$ cat config.mk
export PLATFORM = sky130hd
export DESIGN_NAME = axi4lite_rr_arbiter
export DESIGN_NICKNAME = d
export VERILOG_FILES = /design/src/rtl/axi4lite_rr_arbiter.sv
export SDC_FILE = /design/constraint.sdc
export NUM_CORES = 1
export LEC_CHECK = 0
export ABC_CLOCK_PERIOD_IN_PS = 1700
export BUFFER_PORTS_ARGS = -buffer_cell sky130_fd_sc_hd__clkbuf_2
export CAP_MARGIN = 10
export CORE_AREA = 2 2 178 180
export DETAILED_ROUTE_END_ITERATION = 8
export DIE_AREA = 0 0 180 182
export GPL_TIMING_DRIVEN = 0
export SLEW_MARGIN = 20
export SYNTH_ARGS = -nofsm -noshare
export SYNTH_HDL_FRONTEND = slang
export SYNTH_SLANG_ARGS = --single-unit
$ cat constraint.sdc
create_clock -name aclk -period 1.7 [get_ports aclk]
set_input_delay 0.17 -clock aclk [delete_from_list [all_inputs] [get_ports aclk]]
set_output_delay 0.17 -clock aclk [all_outputs]
set_load 0.005 [all_outputs]
$ cat src/rtl/axi4lite_rr_arbiter.sv
// -----------------------------------------------------------------------------
// axi4lite_rr_arbiter
//
// Shares one downstream AXI4-Lite slave between NUM_REQ upstream masters.
// The write path (AW/W/B) and the read path (AR/R) are arbitrated
// independently, each with its own round-robin pointer. Each path carries at
// most one outstanding transaction, and a read may overlap a write. Nothing
// is buffered. Channels are muxed combinationally to and from the current
// grantee, so ready/valid pass straight through the arbiter.
//
// Parameters
//   DATAWIDTH  data bus width (strobe width is DATAWIDTH/8)
//   ADDRWIDTH  address bus width
//   NUM_REQ    number of upstream requesters (>= 2)
//
// Ports (all s_* buses are packed, with requester i in slice i)
//   aclk, areset                      clock, synchronous active-high reset
//   s_aw{addr,prot,valid} / s_awready upstream write-address channels
//   s_w{data,strb,valid}  / s_wready  upstream write-data channels
//   s_b{resp,valid}       / s_bready  upstream write-response channels
//   s_ar{addr,prot,valid} / s_arready upstream read-address channels
//   s_r{data,resp,valid}  / s_rready  upstream read-data channels
//   m_aw*, m_w*, m_b*, m_ar*, m_r*    single downstream AXI4-Lite master port
// -----------------------------------------------------------------------------
module axi4lite_rr_arbiter #(
  parameter int DATAWIDTH = 32,
  parameter int ADDRWIDTH = 32,
  parameter int NUM_REQ   = 2
) (
  input  logic                                aclk,
  input  logic                                areset,

  // Upstream write address
  input  logic [NUM_REQ*ADDRWIDTH-1:0]        s_awaddr,
  input  logic [NUM_REQ*3-1:0]                s_awprot,
  input  logic [NUM_REQ-1:0]                  s_awvalid,
  output logic [NUM_REQ-1:0]                  s_awready,
  // Upstream write data
  input  logic [NUM_REQ*DATAWIDTH-1:0]        s_wdata,
  input  logic [NUM_REQ*(DATAWIDTH/8)-1:0]    s_wstrb,
  input  logic [NUM_REQ-1:0]                  s_wvalid,
  output logic [NUM_REQ-1:0]                  s_wready,
  // Upstream write response
  output logic [NUM_REQ*2-1:0]                s_bresp,
  output logic [NUM_REQ-1:0]                  s_bvalid,
  input  logic [NUM_REQ-1:0]                  s_bready,
  // Upstream read address
  input  logic [NUM_REQ*ADDRWIDTH-1:0]        s_araddr,
  input  logic [NUM_REQ*3-1:0]                s_arprot,
  input  logic [NUM_REQ-1:0]                  s_arvalid,
  output logic [NUM_REQ-1:0]                  s_arready,
  // Upstream read data
  output logic [NUM_REQ*DATAWIDTH-1:0]        s_rdata,
  output logic [NUM_REQ*2-1:0]                s_rresp,
  output logic [NUM_REQ-1:0]                  s_rvalid,
  input  logic [NUM_REQ-1:0]                  s_rready,

  // Downstream write address
  output logic [ADDRWIDTH-1:0]                m_awaddr,
  output logic [2:0]                          m_awprot,
  output logic                                m_awvalid,
  input  logic                                m_awready,
  // Downstream write data
  output logic [DATAWIDTH-1:0]                m_wdata,
  output logic [DATAWIDTH/8-1:0]              m_wstrb,
  output logic                                m_wvalid,
  input  logic                                m_wready,
  // Downstream write response
  input  logic [1:0]                          m_bresp,
  input  logic                                m_bvalid,
  output logic                                m_bready,
  // Downstream read address
  output logic [ADDRWIDTH-1:0]                m_araddr,
  output logic [2:0]                          m_arprot,
  output logic                                m_arvalid,
  input  logic                                m_arready,
  // Downstream read data
  input  logic [DATAWIDTH-1:0]                m_rdata,
  input  logic [1:0]                          m_rresp,
  input  logic                                m_rvalid,
  output logic                                m_rready
);

  localparam int STRBWIDTH = DATAWIDTH / 8;
  localparam int IW        = $clog2(NUM_REQ);

  typedef logic [IW-1:0] idx_t;

  typedef enum logic [1:0] {
    W_IDLE,
    W_ADDR,
    W_RESP
  } wr_state_t;

  typedef enum logic [1:0] {
    R_IDLE,
    R_ADDR,
    R_DATA
  } rd_state_t;

  // ---------------------------------------------------------------------------
  // Round-robin pick: the first requesting index strictly after 'last',
  // wrapping modulo NUM_REQ. Each candidate j is scored by its distance from
  // last+1, and the smallest distance wins. The result is only used when at
  // least one request is present.
  // ---------------------------------------------------------------------------
  function automatic idx_t rr_pick(input logic [NUM_REQ-1:0] req, input idx_t last);
    idx_t                pick;
    int                  best_d;
    int                  d;
    logic [NUM_REQ-1:0]  onehot;
    // NOTE: every local gets a value before any conditional use, so no path
    // leaves a stale value behind (no latch once this is inlined into logic).
    pick   = last;
    best_d = NUM_REQ;
    for (int j = 0; j < NUM_REQ; j++) begin
      onehot = NUM_REQ'(1) << j;
      d      = (j - int'(last) - 1 + 2 * NUM_REQ) % NUM_REQ;
      if ((|(req & onehot)) && (d < best_d)) begin
        best_d = d;
        pick   = idx_t'(j);
      end
    end
    return pick;
  endfunction

  // ---------------------------------------------------------------------------
  // State
  // ---------------------------------------------------------------------------
  wr_state_t wr_state;
  idx_t      wr_gnt;
  idx_t      wr_last;
  logic      aw_done;
  logic      w_done;

  rd_state_t rd_state;
  idx_t      rd_gnt;
  idx_t      rd_last;

  // ---------------------------------------------------------------------------
  // Unpack the packed upstream buses so the grantee can be selected by index
  // ---------------------------------------------------------------------------
  logic [ADDRWIDTH-1:0] aw_addr_a [NUM_REQ];
  logic [2:0]           aw_prot_a [NUM_REQ];
  logic [DATAWIDTH-1:0] w_data_a  [NUM_REQ];
  logic [STRBWIDTH-1:0] w_strb_a  [NUM_REQ];
  logic [ADDRWIDTH-1:0] ar_addr_a [NUM_REQ];
  logic [2:0]           ar_prot_a [NUM_REQ];

  // Per-phase enables. The done flags stop a channel from being offered a
  // second time while its partner channel is still waiting.
  logic aw_active, w_active, b_active;
  logic ar_active, r_active;

  assign aw_active = (wr_state == W_ADDR) && !aw_done;
  assign w_active  = (wr_state == W_ADDR) && !w_done;
  assign b_active  = (wr_state == W_RESP);
  assign ar_active = (rd_state == R_ADDR);
  assign r_active  = (rd_state == R_DATA);

  for (genvar g = 0; g < NUM_REQ; g++) begin : g_req
    logic wr_sel;
    logic rd_sel;

    assign aw_addr_a[g] = s_awaddr[g*ADDRWIDTH +: ADDRWIDTH];
    assign aw_prot_a[g] = s_awprot[g*3 +: 3];
    assign w_data_a[g]  = s_wdata[g*DATAWIDTH +: DATAWIDTH];
    assign w_strb_a[g]  = s_wstrb[g*STRBWIDTH +: STRBWIDTH];
    assign ar_addr_a[g] = s_araddr[g*ADDRWIDTH +: ADDRWIDTH];
    assign ar_prot_a[g] = s_arprot[g*3 +: 3];

    assign wr_sel = (wr_gnt == idx_t'(g));
    assign rd_sel = (rd_gnt == idx_t'(g));

    // Upstream returns: non-granted requesters see all zeros
    assign s_awready[g]             = aw_active && wr_sel && m_awready;
    assign s_wready[g]              = w_active  && wr_sel && m_wready;
    assign s_bvalid[g]              = b_active  && wr_sel && m_bvalid;
    assign s_bresp[g*2 +: 2]        = (b_active && wr_sel) ? m_bresp : 2'b00;
    assign s_arready[g]             = ar_active && rd_sel && m_arready;
    assign s_rvalid[g]              = r_active  && rd_sel && m_rvalid;
    assign s_rresp[g*2 +: 2]        = (r_active && rd_sel) ? m_rresp : 2'b00;
    assign s_rdata[g*DATAWIDTH +: DATAWIDTH] =
      (r_active && rd_sel) ? m_rdata : '0;
  end

  // ---------------------------------------------------------------------------
  // Downstream forward muxes
  // ---------------------------------------------------------------------------
  assign m_awvalid = aw_active && s_awvalid[wr_gnt];
  assign m_awaddr  = aw_active ? aw_addr_a[wr_gnt] : '0;
  assign m_awprot  = aw_active ? aw_prot_a[wr_gnt] : '0;

  assign m_wvalid  = w_active && s_wvalid[wr_gnt];
  assign m_wdata   = w_active ? w_data_a[wr_gnt] : '0;
  assign m_wstrb   = w_active ? w_strb_a[wr_gnt] : '0;

  assign m_bready  = b_active && s_bready[wr_gnt];

  assign m_arvalid = ar_active && s_arvalid[rd_gnt];
  assign m_araddr  = ar_active ? ar_addr_a[rd_gnt] : '0;
  assign m_arprot  = ar_active ? ar_prot_a[rd_gnt] : '0;

  assign m_rready  = r_active && s_rready[rd_gnt];

  // ---------------------------------------------------------------------------
  // Handshake decode
  // ---------------------------------------------------------------------------
  logic aw_hs, w_hs, b_hs, ar_hs, r_hs;
  logic aw_fin, w_fin;
  idx_t wr_win, rd_win;

  assign aw_hs  = m_awvalid && m_awready;
  assign w_hs   = m_wvalid  && m_wready;
  assign b_hs   = m_bvalid  && m_bready;
  assign ar_hs  = m_arvalid && m_arready;
  assign r_hs   = m_rvalid  && m_rready;

  // A channel is finished if it completed earlier or completes this cycle
  assign aw_fin = aw_done || aw_hs;
  assign w_fin  = w_done  || w_hs;

  assign wr_win = rr_pick(s_awvalid, wr_last);
  assign rd_win = rr_pick(s_arvalid, rd_last);

  // ---------------------------------------------------------------------------
  // Write FSM
  // ---------------------------------------------------------------------------
  // The pointer resets to NUM_REQ-1 so that requester 0 wins the first grant.
  // NOTE: state is updated with non-blocking assignments so every flop
  // samples the pre-edge values, independent of statement order.
  always_ff @(posedge aclk) begin
    if (areset) begin
      wr_state <= W_IDLE;
      wr_gnt   <= '0;
      wr_last  <= idx_t'(NUM_REQ - 1);
      aw_done  <= 1'b0;
      w_done   <= 1'b0;
    end else begin
      case (wr_state)
        W_IDLE: begin
          if (|s_awvalid) begin
            wr_gnt   <= wr_win;
            wr_last  <= wr_win;
            wr_state <= W_ADDR;
          end
        end
        W_ADDR: begin
          if (aw_fin && w_fin) begin
            wr_state <= W_RESP;
            aw_done  <= 1'b0;
            w_done   <= 1'b0;
          end else begin
            aw_done  <= aw_fin;
            w_done   <= w_fin;
          end
        end
        W_RESP: begin
          if (b_hs) begin
            wr_state <= W_IDLE;
          end
        end
        default: wr_state <= W_IDLE;
      endcase
    end
  end

  // ---------------------------------------------------------------------------
  // Read FSM
  // ---------------------------------------------------------------------------
  always_ff @(posedge aclk) begin
    if (areset) begin
      rd_state <= R_IDLE;
      rd_gnt   <= '0;
      rd_last  <= idx_t'(NUM_REQ - 1);
    end else begin
      case (rd_state)
        R_IDLE: begin
          if (|s_arvalid) begin
            rd_gnt   <= rd_win;
            rd_last  <= rd_win;
            rd_state <= R_ADDR;
          end
        end
        R_ADDR: begin
          if (ar_hs) begin
            rd_state <= R_DATA;
          end
        end
        R_DATA: begin
          if (r_hs) begin
            rd_state <= R_IDLE;
          end
        end
        default: rd_state <= R_IDLE;
      endcase
    end
  end

endmodule
==> results of run 1 <==
==> registers in the layout, summed over array words and instances (netlist names) <==
name / count
rd_last: 1
rd_state: 2
w_done: 1
g_req.rd_sel: 1
wr_last: 1
wr_state: 2
g_req.wr_sel: 1
aw_done: 1
==> worst register-to-register path: stages, from the launching register on <==
cell                        delay (ps)
sky130_fd_sc_hd__dfxtp_2           320
sky130_fd_sc_hd__buf_12            140
sky130_fd_sc_hd__buf_4             130
sky130_fd_sc_hd__mux2_4            330
sky130_fd_sc_hd__and3_1            200
sky130_fd_sc_hd__a2111oi_2         300
==> power groups by stage <==
| stage | Sequential (uW) | Combinational (uW) | Clock, uW |
|---|---|---|---|
| floorplan | 272 | 765 | 0 |
| global placement | 275 | 1580 | 0 |
| detailed placement | 276 | 1590 | 0 |
| CTS | 282 | 2190 | 488 |
| global route | 287 | 2510 | 505 |
| finish | 283 | 2350 | 473 |
==> final cells by class <==
| type | instances | area (um^2) | share of cell area |
|---|---|---|---|
| clock buffer | 4 | 88.8 | 0.0130 |
| tap | 402 | 503 | 0.0737 |
| antenna | 5 | 12.5 | 0.00183 |
| multi-input combinational | 324 | 2820 | 0.414 |
| inverter | 3 | 11.3 | 0.00165 |
| timing repair buffer | 490 | 2760 | 0.405 |
| sequential | 10 | 215 | 0.0315 |
| buffer | 30 | 409 | 0.0600 |
==> logic make-up (layout without fill, tap and decap cells) <==
kind of cell,after synthesis,in the layout,share of synthesized area
compound gates,55,55,0.175
buf+inv,36,527,0.0786
flops,10,10,0.0763
mux,76,76,0.293
other cells,0,5,0
simple gates,192,193,0.378
==> what timing repair did <==
action,in CTS,in global routing
pin swaps,37,22
gates resized for setup,181,111
hold endpoints to repair,0,0
gates cloned,6,4
setup buffers,17,9
setup endpoints to repair,177,152
==> metal layers <==
layer	vias up	wire (um)
met1	2117	7090
met4	2	1020
met5	-	18
met2	330	9890
li1	2276	-
met3	42	1590
==> through the flow <==
step | util | setup TNS (ps) | instances | total power [uW] | hold WS, ps
global route | 0.220 | -3310 | 1268 | 3300 | 266
floorplan | - | 0 | 369 | 1040 | 239
detailed placement | 0.175 | -4330 | 1228 | 1870 | 485
global placement | 0.175 | -2860 | 1228 | 1850 | 478
CTS | 0.208 | -3770 | 1254 | 2960 | 235
finish | 0.220 | -865 | 1268 | 3100 | 247
==> cell usage in the layout (no fill, tap or decap), types with 6 or more instances in the layout <==
| master | instances |
|---|---|
| sky130_fd_sc_hd__and2_4 | 7 |
| sky130_fd_sc_hd__mux2i_1 | 61 |
| sky130_fd_sc_hd__mux2i_2 | 6 |
| sky130_fd_sc_hd__buf_4 | 22 |
| sky130_fd_sc_hd__buf_6 | 16 |
| sky130_fd_sc_hd__a22o_1 | 36 |
| sky130_fd_sc_hd__nor2_2 | 11 |
| sky130_fd_sc_hd__nand2_1 | 8 |
| sky130_fd_sc_hd__clkbuf_16 | 6 |
| sky130_fd_sc_hd__clkbuf_2 | 427 |
| sky130_fd_sc_hd__and2_1 | 65 |
| sky130_fd_sc_hd__mux2i_4 | 6 |
| sky130_fd_sc_hd__buf_12 | 15 |
| sky130_fd_sc_hd__nor2_4 | 55 |
| sky130_fd_sc_hd__buf_2 | 28 |
| sky130_fd_sc_hd__nor2_1 | 23 |
==> final timing paths <==
path / from / cells past startpoint / endpoint
setup / recovery: g_req[1].wr_sel$_SDFFE_PP0P_ / 5 / m_awaddr[29]
hold / removal: s_arvalid[1] / 3 / rd_last$_SDFFE_PP1P_
setup reg to reg: g_req[1].wr_sel$_SDFFE_PP0P_ / 5 / aw_done$_SDFFE_PP0N_
hold reg to reg: rd_state[1]$_SDFFE_PP0P_ / 1 / rd_state[0]$_SDFFE_PP0P_
==> flow_metrics.env, run 1 <==
export IMPL_worst_skew_pair_late_latency_ps=240
export IMPL_floorplan_initialDensity=0.0847
export IMPL_worstSetupPathType="flop to output port"
export IMPL_post_route_cell_area_um2=6820
export IMPL_p_per_area_nw_per_um2=455
export IMPL_postLayoutSetupSlackWorst_ps=-48.9
export IMPL_post_drt_via_cell_ratio=3.76
export IMPL_max_cap_violations=0
export IMPL_cell_internal_pwr_uw=1860
export IMPL_use_met3=0.0225
export IMPL_vias_in_the_first_global_route=4458
export IMPL_clock_power_share=0.153
export IMPL_clock_fmax_mhz=572
export IMPL_power_combinational_fraction=0.756
export IMPL_grt_overflow=0
export IMPL_setup_violations_final=41
export IMPL_full_die_area_um2=32800
export IMPL_tritoncts_num_buffers=3
export IMPL_area_delta_synth_final_pct=160
export IMPL_maxSlewHeadroom=0.770
export IMPL_die_w_um=180
export IMPL_timing_critical_path_to_type="output port"
export IMPL_worst_path_max_delay_cell="sky130_fd_sc_hd__mux2i_1"
export IMPL_ys_seq_area_frac=0.0763
export IMPL_power_switching_uw=1240
export IMPL_violations="negative setup slack"
export IMPL_grt_use_met1=0.117
export IMPL_synthTopCellsByCount="sky130_fd_sc_hd__nor2_1, sky130_fd_sc_hd__mux2i_1, sky130_fd_sc_hd__and2_1"
export IMPL_critical_path_top_delay_family="buffers and inverters"
export IMPL_critical_path_max_stage_delay_ps=350
export IMPL_cts_root_buffer_cell="sky130_fd_sc_hd__clkbuf_16"
export IMPL_synth_most_common_cell="sky130_fd_sc_hd__nor2_1"
export IMPL_post_drt_wl_per_cell_um=15.5
export IMPL_antenna_found_initial=6
export IMPL_synth_cell_area_um2=2630
export IMPL_cts_tree="yes"
export IMPL_synth_ff_type="sky130_fd_sc_hd__dfxtp_1"
export IMPL_timing_final_hold_violations=0
export IMPL_gp_congestion=0.861
export IMPL_detail_route_first_pass_iterations=4
export IMPL_route_vias_total=4767
export IMPL_crit_fanout=10
export IMPL_max_slew_worst_pin_slew_ps=336
export IMPL_synth_edf_count=0
export IMPL_ys_warn_count=0
export IMPL_worst_endpoint_arrival_ps=1580
export IMPL_std_cell_rows=65
export IMPL_detailedRoute_firstIterationViolations=130
export IMPL_worst_hold_path_type="input port to flop"
export IMPL_drive_above_1_share=0.733
export IMPL_cp_num_buf_inv=3
export IMPL_final_period_utilization=1.03
export IMPL_wirelength_um=19600
export IMPL_clkTransAtPathRegs_ps=40
export IMPL_async_flop_share=0
export IMPL_synth_distinct_cells=36
export IMPL_global_route_usage_met2=0.195
export IMPL_cts_max_path_buffers=2
export IMPL_cp_cell_sequence="buf_12, buf_2, mux2i_1, nor2_4, buf_6"
export IMPL_cp_data_required_time_ps=1530
export IMPL_gr_usage_all_layers=0.107
export IMPL_part_of_the_power_in_registers=0.091
export IMPL_synth_top_cells_by_area="sky130_fd_sc_hd__mux2i_1, sky130_fd_sc_hd__and2_1, sky130_fd_sc_hd__a22o_1, sky130_fd_sc_hd__nor2_1, sky130_fd_sc_hd__dfxtp_1"
export IMPL_grt_busiest_layer="met2"
export IMPL_core_area_um2=31000
export IMPL_finalMaxSlewViolations=0
export IMPL_chipHeight_um=182
export IMPL_r2r_slack_ps=180
export IMPL_flip_flop_and_latch_count_after_synthesis=10
export IMPL_syn_avg_cell_area_um2=7.11
export IMPL_place_port_buffers=457
export IMPL_syn_inst=369
export IMPL_run_status="finished, violations left"
export IMPL_cts_htree_levels=1
export IMPL_crit_path_start_kind="flop"
export IMPL_setup_skew_ps=0.742
export IMPL_cts_hold_fix_buffers=0
export IMPL_num_fill_cells=3424
export IMPL_maximum_vdd_drop_mv=0.317
export IMPL_cellLeakagePower_uw=0.00352
export IMPL_rsz0062_at_grt="yes"
export IMPL_place_worst_setup_slack_ps=-139
export IMPL_ant_nets=0
export IMPL_post_synth_top_area_fraction=0.278
export IMPL_place_hpwl_um=16600
export IMPL_sw_frac_of_total=0.401
export IMPL_finish_net_count=1127
export IMPL_drc=0
export IMPL_clock_sink_count=10
export IMPL_grt_max_degree=11
export IMPL_postPlaceCellArea_um2=5420
export IMPL_synthesis_nets=634
export IMPL_cell_type_with_the_highest_aggregate_area_in_the_netlist="sky130_fd_sc_hd__mux2i_1"
export IMPL_grt_first_pass_wirelength_um=26700
export IMPL_design_portCount=458
export IMPL_period_needed_ps=1750
Note: power is estimated with default switching activity, not from simulation.
==> run 2, diff against run 1 <==
ABC_CLOCK_PERIOD_IN_PS = 1400   (was 1700)
SKIP_CTS_REPAIR_TIMING = 1   (was default)
clock period = 1.4 ns   (was 1.7 ns; I/O delays follow)
==> flow_metrics.env, run 2 (synthesis gave the netlist of run 1 again) <==
export IMPL_run_status="finished, violations left"
export IMPL_violations="negative setup slack"
export IMPL_cts_htree_levels=1
export IMPL_place_worst_setup_slack_ps=-409
export IMPL_maxSlewHeadroom=0.776
export IMPL_cellLeakagePower_uw=0.00382
export IMPL_max_cap_violations=0
export IMPL_crit_path_start_kind="flop"
export IMPL_critical_path_top_delay_family="buffers and inverters"
export IMPL_place_port_buffers=457
export IMPL_std_cell_rows=65
export IMPL_totalNegativeSetupSlack_ps=-46140
export IMPL_cp_data_required_time_ps=1260
export IMPL_cell_internal_pwr_uw=2320
export IMPL_worst_skew_pair_late_latency_ps=240
export IMPL_wirelength_um=20900
export IMPL_cts_max_path_buffers=2
export IMPL_finish_net_count=1150
export IMPL_maximum_vdd_drop_mv=0.357
export IMPL_postLayoutSetupSlackWorst_ps=-399
export IMPL_worst_path_max_delay_cell="sky130_fd_sc_hd__or3b_4"
export IMPL_most_frequent_cells_in_the_layout="sky130_fd_sc_hd__clkbuf_2, sky130_fd_sc_hd__buf_6, sky130_fd_sc_hd__mux2i_1, sky130_fd_sc_hd__and2_4, sky130_fd_sc_hd__buf_2"
export IMPL_rsz0062_at_grt="yes"
export IMPL_crit_fanout=7
export IMPL_floorplan_initialDensity=0.0847
export IMPL_p_per_area_nw_per_um2=508
export IMPL_design_portCount=458
export IMPL_ant_nets=0
export IMPL_cp_num_buf_inv=4
export IMPL_setup_skew_ps=0.849
export IMPL_clkTransAtPathRegs_ps=40
export IMPL_full_die_area_um2=32800
export IMPL_power_switching_uw=1480
export IMPL_post_drt_via_cell_ratio=3.80
export IMPL_layout_top_registers="rd_state: 2 flops, wr_state: 2 flops"
export IMPL_vias_in_the_first_global_route=4185
export IMPL_cp_cell_sequence="buf_6, or3b_4, buf_12, clkbuf_16, nor2_4, clkbuf_2"
export IMPL_max_slew_worst_pin_slew_ps=327
export IMPL_part_of_the_power_in_registers=0.092
export IMPL_cts_root_buffer_cell="sky130_fd_sc_hd__clkbuf_16"
export IMPL_grt_first_pass_wirelength_um=25000
export IMPL_drive_above_1_share=0.795
export IMPL_post_drt_wl_per_cell_um=16.2
export IMPL_gr_usage_all_layers=0.0998
export IMPL_drc=0
export IMPL_clock_sink_count=10
export IMPL_grt_overflow=0
export IMPL_finalMaxSlewViolations=0
export IMPL_place_hpwl_um=16600
export IMPL_power_combinational_fraction=0.756
export IMPL_area_delta_synth_final_pct=185
export IMPL_timing_critical_path_to_type="output port"
export IMPL_grt_max_degree=11
export IMPL_chipHeight_um=182
export IMPL_die_w_um=180
export IMPL_clock_fmax_mhz=556
export IMPL_detail_route_first_pass_iterations=4
export IMPL_core_area_um2=31000
export IMPL_timing_final_hold_violations=0
export IMPL_gp_congestion=0.861
export IMPL_tritoncts_num_buffers=3
export IMPL_final_period_utilization=1.29
export IMPL_critical_path_max_stage_delay_ps=420
export IMPL_clock_power_share=0.153
export IMPL_cts_tree="yes"
export IMPL_sw_frac_of_total=0.390
export IMPL_period_needed_ps=1800
export IMPL_setup_violations_final=190
export IMPL_route_vias_total=4900
export IMPL_detailedRoute_firstIterationViolations=131
export IMPL_worst_hold_path_type="input port to flop"
export IMPL_layout_commonest_cell="sky130_fd_sc_hd__clkbuf_2"
export IMPL_worstSetupPathType="flop to output port"
export IMPL_antenna_found_initial=6
export IMPL_worst_endpoint_arrival_ps=1660
==> run 2: cell count changes in the layout (fill, tap and decap cells not counted), moves of 7 or more <==
cell                        change
sky130_fd_sc_hd__buf_2         +14
sky130_fd_sc_hd__nor2_4        -22
sky130_fd_sc_hd__clkbuf_2      -56
sky130_fd_sc_hd__and2_4        +47
sky130_fd_sc_hd__nor2_1         +7
sky130_fd_sc_hd__nor2_2        +15
sky130_fd_sc_hd__and2_1        -47
sky130_fd_sc_hd__buf_6         +56
sky130_fd_sc_hd__clkbuf_16      +8
==> run 2: worst paths after layout <==
path	from	end	slack, ps	cells past startpoint
worst min-delay path	s_awvalid[1]	wr_last$_SDFFE_PP1P_	230	3
worst max-delay path	wr_state[0]$_SDFFE_PP0P_	m_wdata[17]	-400	6
worst max register to register	g_req[1].wr_sel$_SDFFE_PP0P_	wr_state[0]$_SDFFE_PP0P_	-60	6
worst min register to register	rd_state[1]$_SDFFE_PP0P_	rd_state[0]$_SDFFE_PP0P_	470	1
==> run 2: layer usage <==
layer  global-route usage  share of wire  vias up  routed length [um]
met1                0.110           0.36     2214                7550
met4               0.0595          0.041        2                 867
met5                    0        0.00062        -                  13
li1                     -              -     2325                   -
met3               0.0231          0.076       42                1590
met2                0.175           0.52      317               10900
==> run 2: area by class of cell <==
| class | instances | area (um^2) |
|---|---|---|
| antenna | 5 | 12.5 |
| buffer | 32 | 450 |
| clock buffer | 4 | 88.8 |
| fill | 3321 | 23500 |
| inverter | 3 | 11.3 |
| multi-input combinational | 324 | 2870 |
| sequential | 10 | 218 |
| tap | 402 | 503 |
| timing repair buffer | 511 | 3320 |
==> run 2: power by group through the flow <==
stage          Sequential (uW)  Combinational [uW]  Clock (uW)
2_1_floorplan              331                 929           0
3_3_place_gp               333                1910           0
4_1_cts                    330                1940         593
3_5_place_dp               335                1930           0
5_1_grt                    351                3060         619
6_report                   347                2870         580
==> run 2: per-stage QoR <==
stage          area [um^2]  hold slack [ps]  cells  total power (uW)   util
2_1_floorplan         2630              209    369              1260      -
3_3_place_gp          5420              450   1228              2250  0.175
3_5_place_dp          5420              455   1228              2270  0.175
4_1_cts               5500              205   1232              2860  0.178
5_1_grt               7470              241   1291              4030  0.241
6_report              7470              233   1291              3790  0.241
==> run 2: worst min-delay path: cells and delay by family <==
kind / cells / cell delay [ps]
buffers and inverters: 1 / 130
and+or+nand+nor: 1 / 70
AOI/OAI and AO/OA: 1 / 80
